## src/rtl/sprite_rgb_fetch_if.sv

```systemverilog
// Sprite ROM read port shared between the fetch stage (master) and the ROM (slave).
// The ROM is synchronous: mem_data reflects the address presented one edge earlier.
interface sprite_rgb_fetch_if #(
  parameter int ELEMENT = 5,
  parameter int ADDR_W  = 10
);
  logic [ELEMENT+ADDR_W-1:0] mem_addr;
  logic                      mem_rd;
  logic [8:0]                mem_data;

  modport master (output mem_addr, output mem_rd, input mem_data);
  modport slave  (input mem_addr, input mem_rd, output mem_data);
endinterface

```

## src/rtl/sprite_rgb_fetch.sv

```systemverilog
// Sprite ROM fetch and colour compose stage of the VGA path: issue, delay, compose.
// RGB333 is expanded to 8 bits per channel with transparency and game-state backgrounds.
module sprite_rgb_fetch #(
  parameter int         ELEMENT      = 5,
  parameter int         ADDR_W       = 10,
  parameter logic [8:0] TRANSPARENT  = 9'h1FF,
  parameter logic [8:0] BG_PLAY      = 9'h000,
  parameter logic [8:0] BG_IDLE      = 9'h049,
  parameter logic [8:0] BG_OVER      = 9'h1C0,
  parameter int         BLINK_CYCLES = 25_000_000
) (
  input  logic                    clk,
  input  logic                    reset,
  input  logic                    active,
  input  logic                    ready,
  input  logic [ELEMENT-1:0]      element,
  input  logic [ADDR_W-1:0]       address,
  input  logic [2:0]              stateGame,
  sprite_rgb_fetch_if.master      rom,
  output logic                    video_on,
  output logic [7:0]              r,
  output logic [7:0]              g,
  output logic [7:0]              b
);

  localparam int              CNT_W    = $clog2(BLINK_CYCLES);
  localparam logic [CNT_W-1:0] CNT_LAST = CNT_W'(BLINK_CYCLES - 1);
  localparam logic [2:0]      ST_PLAY  = 3'b001;
  localparam logic [2:0]      ST_OVER  = 3'b010;

  logic [CNT_W-1:0]          blinkCnt_q, blinkCnt_d;
  logic                      blink_q, blink_d;

  logic                      s0Active_q, s0Ready_q, s0Blink_q;
  logic [2:0]                s0State_q;
  logic [ELEMENT+ADDR_W-1:0] memAddr_q;
  logic                      memRd_q;

  logic                      s1Active_q, s1Ready_q, s1Blink_q;
  logic [2:0]                s1State_q;

  logic [8:0]                c9_d;
  logic                      videoOn_q;
  logic [7:0]                r_q, g_q, b_q;

  function automatic logic [7:0] expand(input logic [2:0] c);
    return {c, c, c[2:1]};
  endfunction

  always_comb begin
    blinkCnt_d = blinkCnt_q;
    blink_d    = blink_q;
    if (stateGame != ST_OVER) begin
      blinkCnt_d = '0;
      blink_d    = 1'b1;
    end else if (blinkCnt_q == CNT_LAST) begin
      blinkCnt_d = '0;
      blink_d    = ~blink_q;
    end else begin
      blinkCnt_d = blinkCnt_q + CNT_W'(1);
    end
  end

  always_comb begin
    c9_d = '0;
    if (s1Active_q) begin
      if (s1Ready_q && (rom.mem_data != TRANSPARENT)) begin
        c9_d = rom.mem_data;
      end else begin
        case (s1State_q)
          ST_PLAY: c9_d = BG_PLAY;
          ST_OVER: c9_d = s1Blink_q ? BG_OVER : 9'h000;
          default: c9_d = BG_IDLE;
        endcase
      end
    end
  end

  // The blink phase travels with each pixel, so a phase edge lands on the same
  // pixel boundary as the stateGame change that caused it.
  always_ff @(posedge clk or posedge reset) begin
    if (reset) begin
      blinkCnt_q <= '0;
      blink_q    <= 1'b1;
      s0Active_q <= 1'b0;
      s0Ready_q  <= 1'b0;
      s0Blink_q  <= 1'b0;
      s0State_q  <= '0;
      memAddr_q  <= '0;
      memRd_q    <= 1'b0;
      s1Active_q <= 1'b0;
      s1Ready_q  <= 1'b0;
      s1Blink_q  <= 1'b0;
      s1State_q  <= '0;
      videoOn_q  <= 1'b0;
      r_q        <= '0;
      g_q        <= '0;
      b_q        <= '0;
    end else begin
      blinkCnt_q <= blinkCnt_d;
      blink_q    <= blink_d;

      s0Active_q <= active;
      s0Ready_q  <= ready;
      s0Blink_q  <= blink_q;
      s0State_q  <= stateGame;
      memRd_q    <= ready & active;
      if (ready && active) begin
        memAddr_q <= {element, address};
      end

      s1Active_q <= s0Active_q;
      s1Ready_q  <= s0Ready_q;
      s1Blink_q  <= s0Blink_q;
      s1State_q  <= s0State_q;

      videoOn_q  <= s1Active_q;
      r_q        <= expand(c9_d[8:6]);
      g_q        <= expand(c9_d[5:3]);
      b_q        <= expand(c9_d[2:0]);
    end
  end

  assign rom.mem_addr = memAddr_q;
  assign rom.mem_rd   = memRd_q;
  assign video_on     = videoOn_q;
  assign r            = r_q;
  assign g            = g_q;
  assign b            = b_q;

endmodule

```

## src/flat_wrapper.sv

```systemverilog
// flat-port wrapper written by rule: the top's interface ports become plain ports
module sprite_rgb_fetch_flat 
#(
  parameter int         ELEMENT      = 5,
  parameter int         ADDR_W       = 10,
  parameter logic [8:0] TRANSPARENT  = 9'h1FF,
  parameter logic [8:0] BG_PLAY      = 9'h000,
  parameter logic [8:0] BG_IDLE      = 9'h049,
  parameter logic [8:0] BG_OVER      = 9'h1C0,
  parameter int         BLINK_CYCLES = 25_000_000
)
  (clk, reset, active, ready, element, address, stateGame, video_on, r, g, b, rom_mem_addr, rom_mem_rd, rom_mem_data);
  sprite_rgb_fetch_if #(.ELEMENT(ELEMENT), .ADDR_W(ADDR_W)) rom_i ();
  input  logic clk;
  input  logic reset;
  input  logic active;
  input  logic ready;
  input  logic [ELEMENT-1:0] element;
  input  logic [ADDR_W-1:0] address;
  input  logic [2:0] stateGame;
  output logic video_on;
  output logic [7:0] r;
  output logic [7:0] g;
  output logic [7:0] b;
  output wire logic [$bits(rom_i.mem_addr)-1:0] rom_mem_addr;
  output wire logic [$bits(rom_i.mem_rd)-1:0] rom_mem_rd;
  input wire logic [$bits(rom_i.mem_data)-1:0] rom_mem_data;
  assign rom_mem_addr = rom_i.mem_addr;
  assign rom_mem_rd = rom_i.mem_rd;
  assign rom_i.mem_data = rom_mem_data;
  sprite_rgb_fetch #(.ELEMENT(ELEMENT), .ADDR_W(ADDR_W), .TRANSPARENT(TRANSPARENT), .BG_PLAY(BG_PLAY), .BG_IDLE(BG_IDLE), .BG_OVER(BG_OVER), .BLINK_CYCLES(BLINK_CYCLES)) u_core (.clk(clk), .reset(reset), .active(active), .ready(ready), .element(element), .address(address), .stateGame(stateGame), .rom(rom_i), .video_on(video_on), .r(r), .g(g), .b(b));
endmodule
```

## config.mk

```make
export PLATFORM = sky130hd
export DESIGN_NAME = sprite_rgb_fetch_flat
export DESIGN_NICKNAME = d
export VERILOG_FILES = /design/src/rtl/sprite_rgb_fetch_if.sv /design/src/rtl/sprite_rgb_fetch.sv /design/src/flat_wrapper.sv
export SDC_FILE = /design/constraint.sdc
export NUM_CORES = 1
export LEC_CHECK = 0
export ABC_AREA = 1
export CELL_PAD_IN_SITES_DETAIL_PLACEMENT = 0
export CELL_PAD_IN_SITES_GLOBAL_PLACEMENT = 1
export CORE_MARGIN = 3
export CORE_UTILIZATION = 34
export CTS_BUF_LIST = sky130_fd_sc_hd__clkbuf_4
export CTS_CLUSTER_DIAMETER = 60
export CTS_CLUSTER_SIZE = 12
export DETAILED_ROUTE_END_ITERATION = 8
export PLACE_DENSITY = 0.86
export SLEW_MARGIN = 10
export SYNTH_ARGS = -nofsm -noshare
export SYNTH_HDL_FRONTEND = slang
export SYNTH_SLANG_ARGS = --single-unit
```

## constraint.sdc

```tcl
create_clock -name clk -period 1.8 [get_ports clk]
set_input_delay 0.36 -clock clk [delete_from_list [all_inputs] [get_ports clk]]
set_output_delay 0.36 -clock clk [all_outputs]
set_load 0.02 [all_outputs]
```

==> impl_results.html <==
<table>
<tr><th>Metric</th><th>Value</th></tr>
<tr><th colspan="2">Power and ir drop</th></tr>
<tr><td>Sequential Power Share</td><td>a little over half</td></tr>
<tr><td>Clk network pwr share</td><td>between 30% and 40%</td></tr>
<tr><td>Switching share of power</td><td>about a quarter</td></tr>
<tr><td>Total net switching power</td><td>slightly below 0.8 mW</td></tr>
<tr><td>Peak ir drop on the vdd network</td><td>between 400 and 500 µV</td></tr>
<tr><td>Combinational share of power</td><td>approximately 15%</td></tr>
<tr><td>P_int</td><td>around 2.1 mW</td></tr>
<tr><td>Leakage power</td><td>about 2.1 nW</td></tr>
<tr><td>Ratio of total power to cell area</td><td>733 nW/µm²</td></tr>
<tr><th colspan="2">Setup path</th></tr>
<tr><td>Worst Path Arrival</td><td>about 1400 ps</td></tr>
<tr><td>Slowest-stage cell, CP</td><td>sky130_fd_sc_hd__clkdlybuf4s50_1</td></tr>
<tr><td>Startpoint type of the worst setup path</td><td>flip-flop</td></tr>
<tr><td>WP buf/inv</td><td>1</td></tr>
<tr><td>Cell family with most CP delay</td><td>buffers and inverters</td></tr>
<tr><td>Maximum fanout encountered on the critical timing path</td><td>2</td></tr>
<tr><td>CP cell instances</td><td>clkdlybuf4s50_1</td></tr>
<tr><td>Max incr delay on CP</td><td>roughly 600 ps</td></tr>
<tr><td>Crit Path Category</td><td>reg -&gt; out</td></tr>
<tr><td>Required @ worst endpoint</td><td>roughly 1400 ps</td></tr>
<tr><td>Capturing element type of the critical path</td><td>output pin</td></tr>
<tr><th colspan="2">Clock network</th></tr>
<tr><td>Post-CTS Setup Inserts</td><td>0</td></tr>
<tr><td>Library cell used as clock root buffer</td><td>sky130_fd_sc_hd__clkbuf_4</td></tr>
<tr><td>Clock tree from TritonCTS</td><td>built</td></tr>
<tr><td>H-tree depth</td><td>3</td></tr>
<tr><td>Clock insertion delay at the later pin of the skew report</td><td>roughly 390 ps</td></tr>
<tr><td>Number of clock sinks</td><td>64</td></tr>
<tr><td>Number of clock buffers inserted by TritonCTS</td><td>9</td></tr>
<tr><td>Maximum buffer depth of the clock tree</td><td>2</td></tr>
<tr><td>Clock slew at reported path FFs</td><td>110 ps</td></tr>
<tr><th colspan="2">Floorplan</th></tr>
<tr><td>Placement row count</td><td>33</td></tr>
<tr><td>Die H</td><td>99.8 µm</td></tr>
<tr><td>CORE AREA</td><td>~8400 µm²</td></tr>
<tr><td>IO Pins</td><td>between 70 and 80</td></tr>
<tr><td>Die footprint</td><td>roughly 10000 µm²</td></tr>
<tr><td>Initial core utilization</td><td>a little over a third</td></tr>
<tr><td>Width of the die</td><td>roughly 100 µm</td></tr>
<tr><th colspan="2">Route</th></tr>
<tr><td>Count of unresolved DRC violations after routing</td><td>0</td></tr>
<tr><td>Starting DRC count in detailed routing</td><td>approximately 100</td></tr>
<tr><td>Vias</td><td>2434</td></tr>
<tr><td>Vias/cell</td><td>between 4 and 5</td></tr>
<tr><td>Wirelength, routed</td><td>between 6 and 7 mm</td></tr>
<tr><td>Average wire length per cell after detail routing</td><td>about 12 µm</td></tr>
<tr><td>First-pass iteration count of the detailed router</td><td>5</td></tr>
<tr><td>Count of antenna-violating nets left after detailed routing</td><td>0</td></tr>
<tr><th colspan="2">Timing</th></tr>
<tr><td>Final number of setup-violating endpoints</td><td>0</td></tr>
<tr><td>Final Cycle Share</td><td>between 90% and 100%</td></tr>
<tr><td>Relative slew slack</td><td>69.8%</td></tr>
<tr><td>Final Worst Setup Slack</td><td>79.3 ps</td></tr>
<tr><td>Peak Freq</td><td>between 0.5 and 0.6 GHz</td></tr>
<tr><td>Final setup TNS</td><td>0 ps</td></tr>
<tr><td>Post-layout minimum cycle time</td><td>1720 ps</td></tr>
<tr><td>Hold violation total from the final report</td><td>0</td></tr>
<tr><td>Unrepaired setup endpoints after global routing</td><td>no</td></tr>
<tr><td>Final clock skew</td><td>around 15 ps</td></tr>
<tr><td>Worst hold margin</td><td>between 300 and 400 ps</td></tr>
<tr><td>Count of final max-slew check failures</td><td>0</td></tr>
<tr><td>Transition time of the tightest slew-check pin</td><td>approximately 450 ps</td></tr>
<tr><th colspan="2">GRT</th></tr>
<tr><td>Number of global-route vias before repair</td><td>between 2000 and 2500</td></tr>
<tr><td>GRT Util Overall</td><td>13.5%</td></tr>
<tr><td>Pin count of the biggest net entering global routing</td><td>29</td></tr>
<tr><td>Initial antenna violation count</td><td>1</td></tr>
<tr><td>GR Overflow Total</td><td>0</td></tr>
<tr><td>First-pass GRT wire length</td><td>10.9 mm</td></tr>
<tr><th colspan="2">Synth</th></tr>
<tr><td>Per-instance average area after synthesis</td><td>slightly above 8 µm²</td></tr>
<tr><td>Number of synthesis warnings</td><td>0</td></tr>
<tr><td>Adder and majority cell fraction of the synthesized area</td><td>less than 1%</td></tr>
<tr><td>Post-Synth XOR/XNOR Area</td><td>about 2.6%</td></tr>
<tr><td>Synthesized-area fraction occupied by and/or/nand/nor cells</td><td>roughly a third</td></tr>
<tr><td>Area of the mapped netlist</td><td>between 2000 and 3000 µm²</td></tr>
<tr><td>Mux cell area share after synthesis</td><td>0%</td></tr>
<tr><td>Portion of the post-synthesis area used by sequential elements</td><td>between 50% and 60%</td></tr>
<tr><td>Area fraction in compound gates after synthesis</td><td>around 1.4%</td></tr>
<tr><td>Synth Net Count</td><td>397</td></tr>
<tr><td>Number of distinct library cells after synthesis</td><td>29</td></tr>
<tr><td>Post-synthesis register bit count</td><td>64</td></tr>
<tr><td>Main combinational cell family by area after synthesis</td><td>simple AND/OR/NAND/NOR gates</td></tr>
<tr><td>Cell count after synthesis</td><td>around 370</td></tr>
<tr><th colspan="2">Flow run</th></tr>
<tr><td>Max-capacitance violation count</td><td>0</td></tr>
<tr><th colspan="2">Final layout</th></tr>
<tr><td>Share of final-layout standard cells stronger than drive strength 1</td><td>a little under a tenth</td></tr>
<tr><td>Commonest cells after routing, fill and taps aside</td><td>sky130_fd_sc_hd__nand2_1, sky130_fd_sc_hd__nor2_1, sky130_fd_sc_hd__dfrtp_1</td></tr>
<tr><td>Most common cell after layout, fill and taps aside</td><td>sky130_fd_sc_hd__nand2_1</td></tr>
<tr><td>Layout-stage area growth over the synthesis result</td><td>33.4%</td></tr>
<tr><td>Finished layout cell area</td><td>3990 µm²</td></tr>
<tr><td>Post-layout util</td><td>a little under half</td></tr>
<tr><td>Final nets</td><td>approximately 470</td></tr>
<tr><td>Final-layout fill cell count</td><td>805</td></tr>
<tr><th colspan="2">Place</th></tr>
<tr><td>Area after DPL</td><td>approximately 3800 µm²</td></tr>
<tr><td>Quantity of I/O buffers inserted on ports</td><td>just over 70</td></tr>
<tr><td>Half-perimeter wire length after detailed placement</td><td>4.82 mm</td></tr>
<tr><td>Worst slack after detailed placement</td><td>1.16 ps</td></tr>
<tr><td>Final Wtd Congestion</td><td>about 0.87</td></tr>
<tr><th colspan="2">Outcome</th></tr>
<tr><td>Result of the run</td><td>complete, no violations</td></tr>
<tr><th colspan="2">Worst hold path</th></tr>
<tr><td>Hold crit path type</td><td>in -&gt; async</td></tr>
</table>
[area by class of cell]
cell class	count	area (µm²)	area share, %
inverters	30	121	3.04
repair buffers	77	851	21.3
well taps	105	131	3.29
diodes	1	2.50	0.0627
flip-flops and latches	64	1600	40.1
clock buffers	9	67.6	1.69
multi-input cells	253	1150	28.7
clock inverters	7	71.3	1.79
[power groups by stage]
stage	Combinational, mW	Clock, mW	Sequential (mW)
4_1_cts	0.457	0.981	1.55
6_report	0.438	0.942	1.55
3_3_place_gp	0.453	0	1.58
2_1_floorplan	0.149	0	1.64
5_1_grt	0.475	1.06	1.56
3_5_place_dp	0.456	0	1.58
[final timing paths]
kind | from | to | slack (ps) | depth (start not counted)
worst max-delay path | u_core.rom.mem_addr[6]$_DFFE_PP0P_ | rom_mem_addr[6] | 80 | 1
worst min-delay path | reset | u_core.blinkCnt_q[9]$_DFF_PP0_ | 320 | 2
worst max register to register | u_core.blinkCnt_q[0]$_DFF_PP0_ | u_core.blinkCnt_q[12]$_DFF_PP0_ | 290 | 7
worst min register to register | u_core.s0State_q[2]$_DFF_PP0_ | u_core.s1State_q[2]$_DFF_PP0_ | 350 | 0
max in group asynchronous | reset | u_core.blinkCnt_q[11]$_DFF_PP0_ | 1010 | 3
min in group clk | u_core.s0State_q[2]$_DFF_PP0_ | u_core.s1State_q[2]$_DFF_PP0_ | 350 | 0
[kinds of logic after synthesis]
| kind of cell | Yosys count |
|---|---|
| flip-flops | 64 |
| AO/OA/AOI/OAI | 8 |
| AND/OR/NAND/NOR | 235 |
| adder cells (fa/ha/maj) | 1 |
| buffers and inverters | 48 |
| XOR/XNOR | 9 |
[routing by layer]
metal  up-vias  track usage, %  part of all wire, %
met3        10            3.06                  5.9
met2        68            21.1                   47
met1      1114            17.9                   45
met4         0            6.51                  2.0
li1       1242               -                    -
met5         -               0                    0
[cell usage after synthesis (all sizes together)]
master,count,share of area (%)
a21boi,1,0.25
a21oi,3,0.50
and2,1,0.25
buf,17,4.1
clkbuf,1,0.13
dfrtp,63,53
dfstp,1,0.88
ha,1,0.42
inv,30,3.9
nand2,128,16
nand3,12,2.2
nand3b,3,0.75
nand4,4,0.84
nor2,81,12
nor3,4,0.67
nor3b,1,0.25
o21ai,4,0.67
or2,1,0.21
xnor2,5,1.5
xor2,4,1.2
[through the flow]
| step | instances | power (mW) |
|---|---|---|
| 3_3_place_gp | 529 | 2.03 |
| 3_5_place_dp | 529 | 2.03 |
| 2_1_floorplan | 365 | 1.79 |
| 4_1_cts | 545 | 2.99 |
| 5_1_grt | 546 | 3.09 |
| 6_report | 546 | 2.93 |
[flip-flops by register name, summed over array words and instances, names as in the netlist]
signal,flops
u_core.s0Active_q,1
u_core.s1Active_q,1
u_core.r,3
u_core.b,3
u_core.blink_q,1
u_core.s1Blink_q,1
u_core.rom.mem_rd,1
u_core.s0Blink_q,1
u_core.s0Ready_q,1
u_core.g,3
u_core.s0State_q,3
u_core.s1Ready_q,1
u_core.video_on,1
u_core.rom.mem_addr,15
u_core.blinkCnt_q,25
u_core.s1State_q,3
[repair_timing]
action                                  CTS  global route
resized for setup                         0            28
endpoints found under the setup margin    0            30
hold buffers                              0             0
(Power assumes the default switching activity.)
==> RTL edit 1 (same flow settings) <==
`ADDR_W` is set to 10 in 3 places; all go to 11.
--- a/src/rtl/sprite_rgb_fetch_if.sv
+++ b/src/rtl/sprite_rgb_fetch_if.sv
@@ -2,7 +2,7 @@
 // The ROM is synchronous: mem_data reflects the address presented one edge earlier.
 interface sprite_rgb_fetch_if #(
   parameter int ELEMENT = 5,
-  parameter int ADDR_W  = 10
+  parameter int ADDR_W  = 11
 );
   logic [ELEMENT+ADDR_W-1:0] mem_addr;
   logic                      mem_rd;
--- a/src/rtl/sprite_rgb_fetch.sv
+++ b/src/rtl/sprite_rgb_fetch.sv
@@ -2,7 +2,7 @@
 // RGB333 is expanded to 8 bits per channel with transparency and game-state backgrounds.
 module sprite_rgb_fetch #(
   parameter int         ELEMENT      = 5,
-  parameter int         ADDR_W       = 10,
+  parameter int         ADDR_W       = 11,
   parameter logic [8:0] TRANSPARENT  = 9'h1FF,
   parameter logic [8:0] BG_PLAY      = 9'h000,
   parameter logic [8:0] BG_IDLE      = 9'h049,
--- a/src/flat_wrapper.sv
+++ b/src/flat_wrapper.sv
@@ -2,7 +2,7 @@
 module sprite_rgb_fetch_flat 
 #(
   parameter int         ELEMENT      = 5,
-  parameter int         ADDR_W       = 10,
+  parameter int         ADDR_W       = 11,
   parameter logic [8:0] TRANSPARENT  = 9'h1FF,
   parameter logic [8:0] BG_PLAY      = 9'h000,
   parameter logic [8:0] BG_IDLE      = 9'h049,
Ports: changed (resized address and rom_mem_addr); port bits go from 72 to 74. No check against the original RTL was run, so the function may have changed too.
==> RTL edit 1 against the unedited design <==
- cell area is 0.63% lower
- sequential cell count is 1 higher
- area after synthesis is 1.1% lower
- die area is 1.1% lower
- routed wire length is 0.17% lower
- utilization is 0.064 points lower
- cell count is 0.18% lower
- worst setup slack worse by 0.0022 ns
- worst hold slack better by 0.042 ns
- total power is 1.4% higher
- register-to-register slack worse by 0.12 ns
==> RTL edit 1: results (changes against the unedited design) <==
[worst_hold_path]
hp-class=flop to flop

[timing]
tightest_slew_ns=0.461  ; +0.00805 ns
finClkSkew_ns=0.00962  ; -0.00580 ns

[detailed_routing]
drt_iter0_drc=105  ; +1.9%
drt-met1-wl_mm=2.89  ; +0.45%
wl_met3_um=395  ; +5.1%
wirelength_mm=6.35  ; -0.17%
wl_met2_mm=2.97  ; -0.60%
dr.pass1.iters=4  ; -1

[yosys]
syn_avg_cell_area_um2=8.15  ; -0.58%
ys_top_cells_by_count=nand2_1 (129), nor2_1 (73), dfrtp_1 (64)
synth_fa_ha_area_share_pct=0.423  ; +0.0048 points
syn_nets=396  ; -0.25%
yosysSeqAreaShare_pct=55.0  ; +1.5 points
synth_compound_area_share_pct=1.44  ; +0.016 points
synth_area_leaders=dfrtp_1 (54%), nand2_1 (16%), nor2_1 (9.3%)
synth_cell_types=28  ; -3.4%

[global_routing]
grt_max_degree=66  ; +130%
grt_pass1_wl_mm=10.9  ; +0.57%
grtUsageMet2_pct=22.8  ; +1.7 points
met3_usage_pct=3.93  ; +0.87 points
grtUsageMet1_pct=17.3  ; -0.55 points
grt_usage_pct=14.0  ; +0.44 points

[layout]
inv_count=28  ; -6.7%
drive_gt1_share_pct=8.66  ; -0.89 points
syn_to_final_growth_pct=34.1
seq_cells=65  ; +1.6%
bufAreaShareNonClock_pct=22.0  ; +0.73 points
n_all_buffers=79  ; +2.6%
multi_input_gates=251  ; -0.79%
clock_buffers=10  ; +1
n_fill_cell=802  ; -0.37%
multi_input_area_um2=1090  ; -4.9%
clk_share_pct=3.37  ; -0.10 points

[placed_design]
dp_cells=528  ; -0.19%
routabilityCongestion=0.788  ; -8.9%
io_buffers=73  ; +2.8%

[power_and_ir_drop]
ir_worst_vdd_mv=0.325  ; -20%
powerClk_mw=0.944  ; about the same
p_sw_mw=0.784  ; +0.61%
p_leak_nw=2.13  ; +2.3%
swShare_pct=26.4  ; -0.22 points

[setup_path]
rrSetupSlack_ns=0.17  ; -0.12 ns
worstRegToRegCells=9  ; +2

[run_status]
status=finished clean

-- RTL edit 1: changes by cell type in the layout (fill, tap and decap cells not counted), sizes merged, moves of 2 or more --
cell	before	now
dlymetal6s2s	28	30
inv	30	26
nand2	128	132
nand3b	3	1
nor2	81	79
xnor2	5	3
xor2	4	7
-- RTL edit 1: how the worst max path moves through the flow --
stage	start	slack [ns]	endpoint	depth (start not counted)
final	u_core.rom.mem_addr[3]$_DFFE_PP0P_	0.08	rom_mem_addr[3]	1
after global routing	u_core.g[5]$_DFF_PP0_	0.002	g[2]	1
after CTS	u_core.b[6]$_DFF_PP0_	0.003	b[3]	1
after detailed placement	stateGame[1]	0.01	u_core.blinkCnt_q[12]$_DFF_PP0_	8
after global placement	stateGame[1]	0.05	u_core.blinkCnt_q[12]$_DFF_PP0_	8
after floorplan	u_core.blinkCnt_q[0]$_DFF_PP0_	0.39	u_core.blinkCnt_q[21]$_DFF_PP0_	9
==> RTL edit 2 (same settings) <==
Made on the original files. `g_q` no longer has a reset.
--- a/src/rtl/sprite_rgb_fetch.sv
+++ b/src/rtl/sprite_rgb_fetch.sv
@@ -94,7 +94,6 @@
       s1State_q  <= '0;
       videoOn_q  <= 1'b0;
       r_q        <= '0;
-      g_q        <= '0;
       b_q        <= '0;
     end else begin
       blinkCnt_q <= blinkCnt_d;
@@ -116,9 +115,12 @@
 
       videoOn_q  <= s1Active_q;
       r_q        <= expand(c9_d[8:6]);
-      g_q        <= expand(c9_d[5:3]);
       b_q        <= expand(c9_d[2:0]);
     end
+  end
+
+  always_ff @(posedge clk) begin
+    g_q <= expand(c9_d[5:3]);
   end
 
   assign rom.mem_addr = memAddr_q;
Formal check against the unedited RTL: differs if reset is asserted again (counterexample within 4 cycles, from zero or initial values and one cycle with reset high); with reset held inactive, the same outputs for 10 cycles.
==> RTL edit 2 against the unedited design <==
- clock power decreased by 12%
- area after synthesis decreased by 4.6%
- first-iteration DRC count decreased by 1.9%
- routed wire length rose by 3.2%
- sequential cell count is the same
- cell area shrank 5.6%
- worst setup slack got worse by 0.0077 ns
- total power is 4.3% lower
- largest power group unchanged
==> RTL edit 2: results (changes against the unedited design) <==
[placed_design]
dp_cells=501  ; -5.3%
pre_cts_slack_ns=0.0657  ; +0.0645 ns
place_hpwl_mm=4.86  ; +0.77%
routabilityCongestion=0.847  ; -2.2%
place_area_um2=3610  ; -4.5%

[yosys]
synth_area_leaders=dfrtp_1 (53%), nand2_1 (15%), nor2_1 (8.7%)
synth_fa_ha_area_share_pct=0.438  ; +0.020 points
syn_nets=372  ; -6.3%
ys_top_cells_by_count=nand2_1 (112), nor2_1 (66), dfrtp_1 (60)
synth_compound_area_share_pct=1.14  ; -0.28 points
syn_inst=340  ; -6.8%
yosysSeqAreaShare_pct=55.6  ; +2.1 points
async_flop_share_pct=95.3  ; -4.7 points
synth_xor_area_share_pct=4.29  ; +1.7 points

[global_routing]
grt_pass1_vias=2386  ; -1.2%
grt_usage_pct=14.5  ; +0.93 points
grt_pass1_wl_mm=11.2  ; +2.9%
grt_max_degree=21  ; -28%

[power_and_ir_drop]
p_leak_nw=1.91  ; -8.5%
ir_worst_vdd_mv=0.271  ; -33%

[timing]
tightest_slew_ns=0.508  ; +0.0556 ns
finClkSkew_ns=0.0235  ; +0.00808 ns

[detailed_routing]
drt_iter0_drc=101  ; -1.9%
vias=2333  ; -4.1%
dr.pass1.iters=7  ; +2
wirelength_mm=6.57  ; +3.2%

[layout]
n_antenna_cell=0  ; -1
n_fill_cell=764  ; -5.1%
fin_nets=442  ; -5.4%

[setup_path]
critical_path_arrival_ns=1.37
worst-path-max-fanout=3  ; +1

[run_status]
status=finished clean

## RTL edit 2: cell types whose count changed after synthesis, sizes merged, moves of 2 or more
cell	before	now
xor2	4	7
nor3	4	6
inv	30	27
dfxtp	0	3
a21oi	3	1
nor2	81	73
nand2	128	113
xnor2	5	7
dfrtp	63	60
## RTL edit 2: per-layer routing
layer | wire, um | track usage [%]
met4 | 147 | 7.45
met5 | 0 | 0
met2 | 3250 | 23.9
met3 | 253 | 3.09
met1 | 2920 | 17.8
## RTL edit 2: layout make-up
class                   count  area (um^2)  share of cell area [%]
flip-flops and latches     64         1590                    42.1
multi-input cells         231         1030                    27.4
repair buffers             77          800                    21.2
well taps                 102          128                    3.39
inverters                  27          108                    2.85
clock buffers              10         75.1                    1.99
clock inverters             6         37.5                   0.996
## RTL edit 2: final timing paths
kind | to | slack, ns | cells past startpoint | start
worst max-delay path | b[3] | 0.07 | 1 | u_core.b[6]$_DFF_PP0_
worst min-delay path | u_core.video_on$_DFF_PP0_ | 0.20 | 2 | reset
worst max register to register | u_core.blinkCnt_q[22]$_DFF_PP0_ | 0.21 | 9 | u_core.blinkCnt_q[0]$_DFF_PP0_
worst min register to register | u_core.s1Ready_q$_DFF_PP0_ | 0.35 | 0 | u_core.s0Ready_q$_DFF_PP0_
max in group asynchronous | u_core.blink_q$_DFFE_PP1P_ | 1.09 | 3 | reset
min in group clk | u_core.s1Ready_q$_DFF_PP0_ | 0.35 | 0 | u_core.s0Ready_q$_DFF_PP0_
## RTL edit 2: cell families (layout without fill, tap and decap cells)
kind of cell / after synthesis / count (layout)
compound gates: 6 / 6
xor+xnor: 14 / 14
fa+ha+maj: 1 / 1
buf+inv: 45 / 120
flops: 64 / 64
simple gates: 210 / 210
## RTL edit 2: power by group
| group | switching (mW) | leakage, nW | total (mW) | internal (mW) |
|---|---|---|---|---|
| combinational | 0.228 | 1.04 | 0.426 | 0.199 |
| sequential | 0.0372 | 0.809 | 1.55 | 1.51 |
| clock | 0.535 | 0.0582 | 0.827 | 0.291 |
## RTL edit 2: timing repair
action / CTS / global route
hold buffers: 0 / 0
endpoints found under the setup margin: 7 / 27
setup buffers: 0 / 0
cloned: 0 / 0
resized for setup: 7 / 22
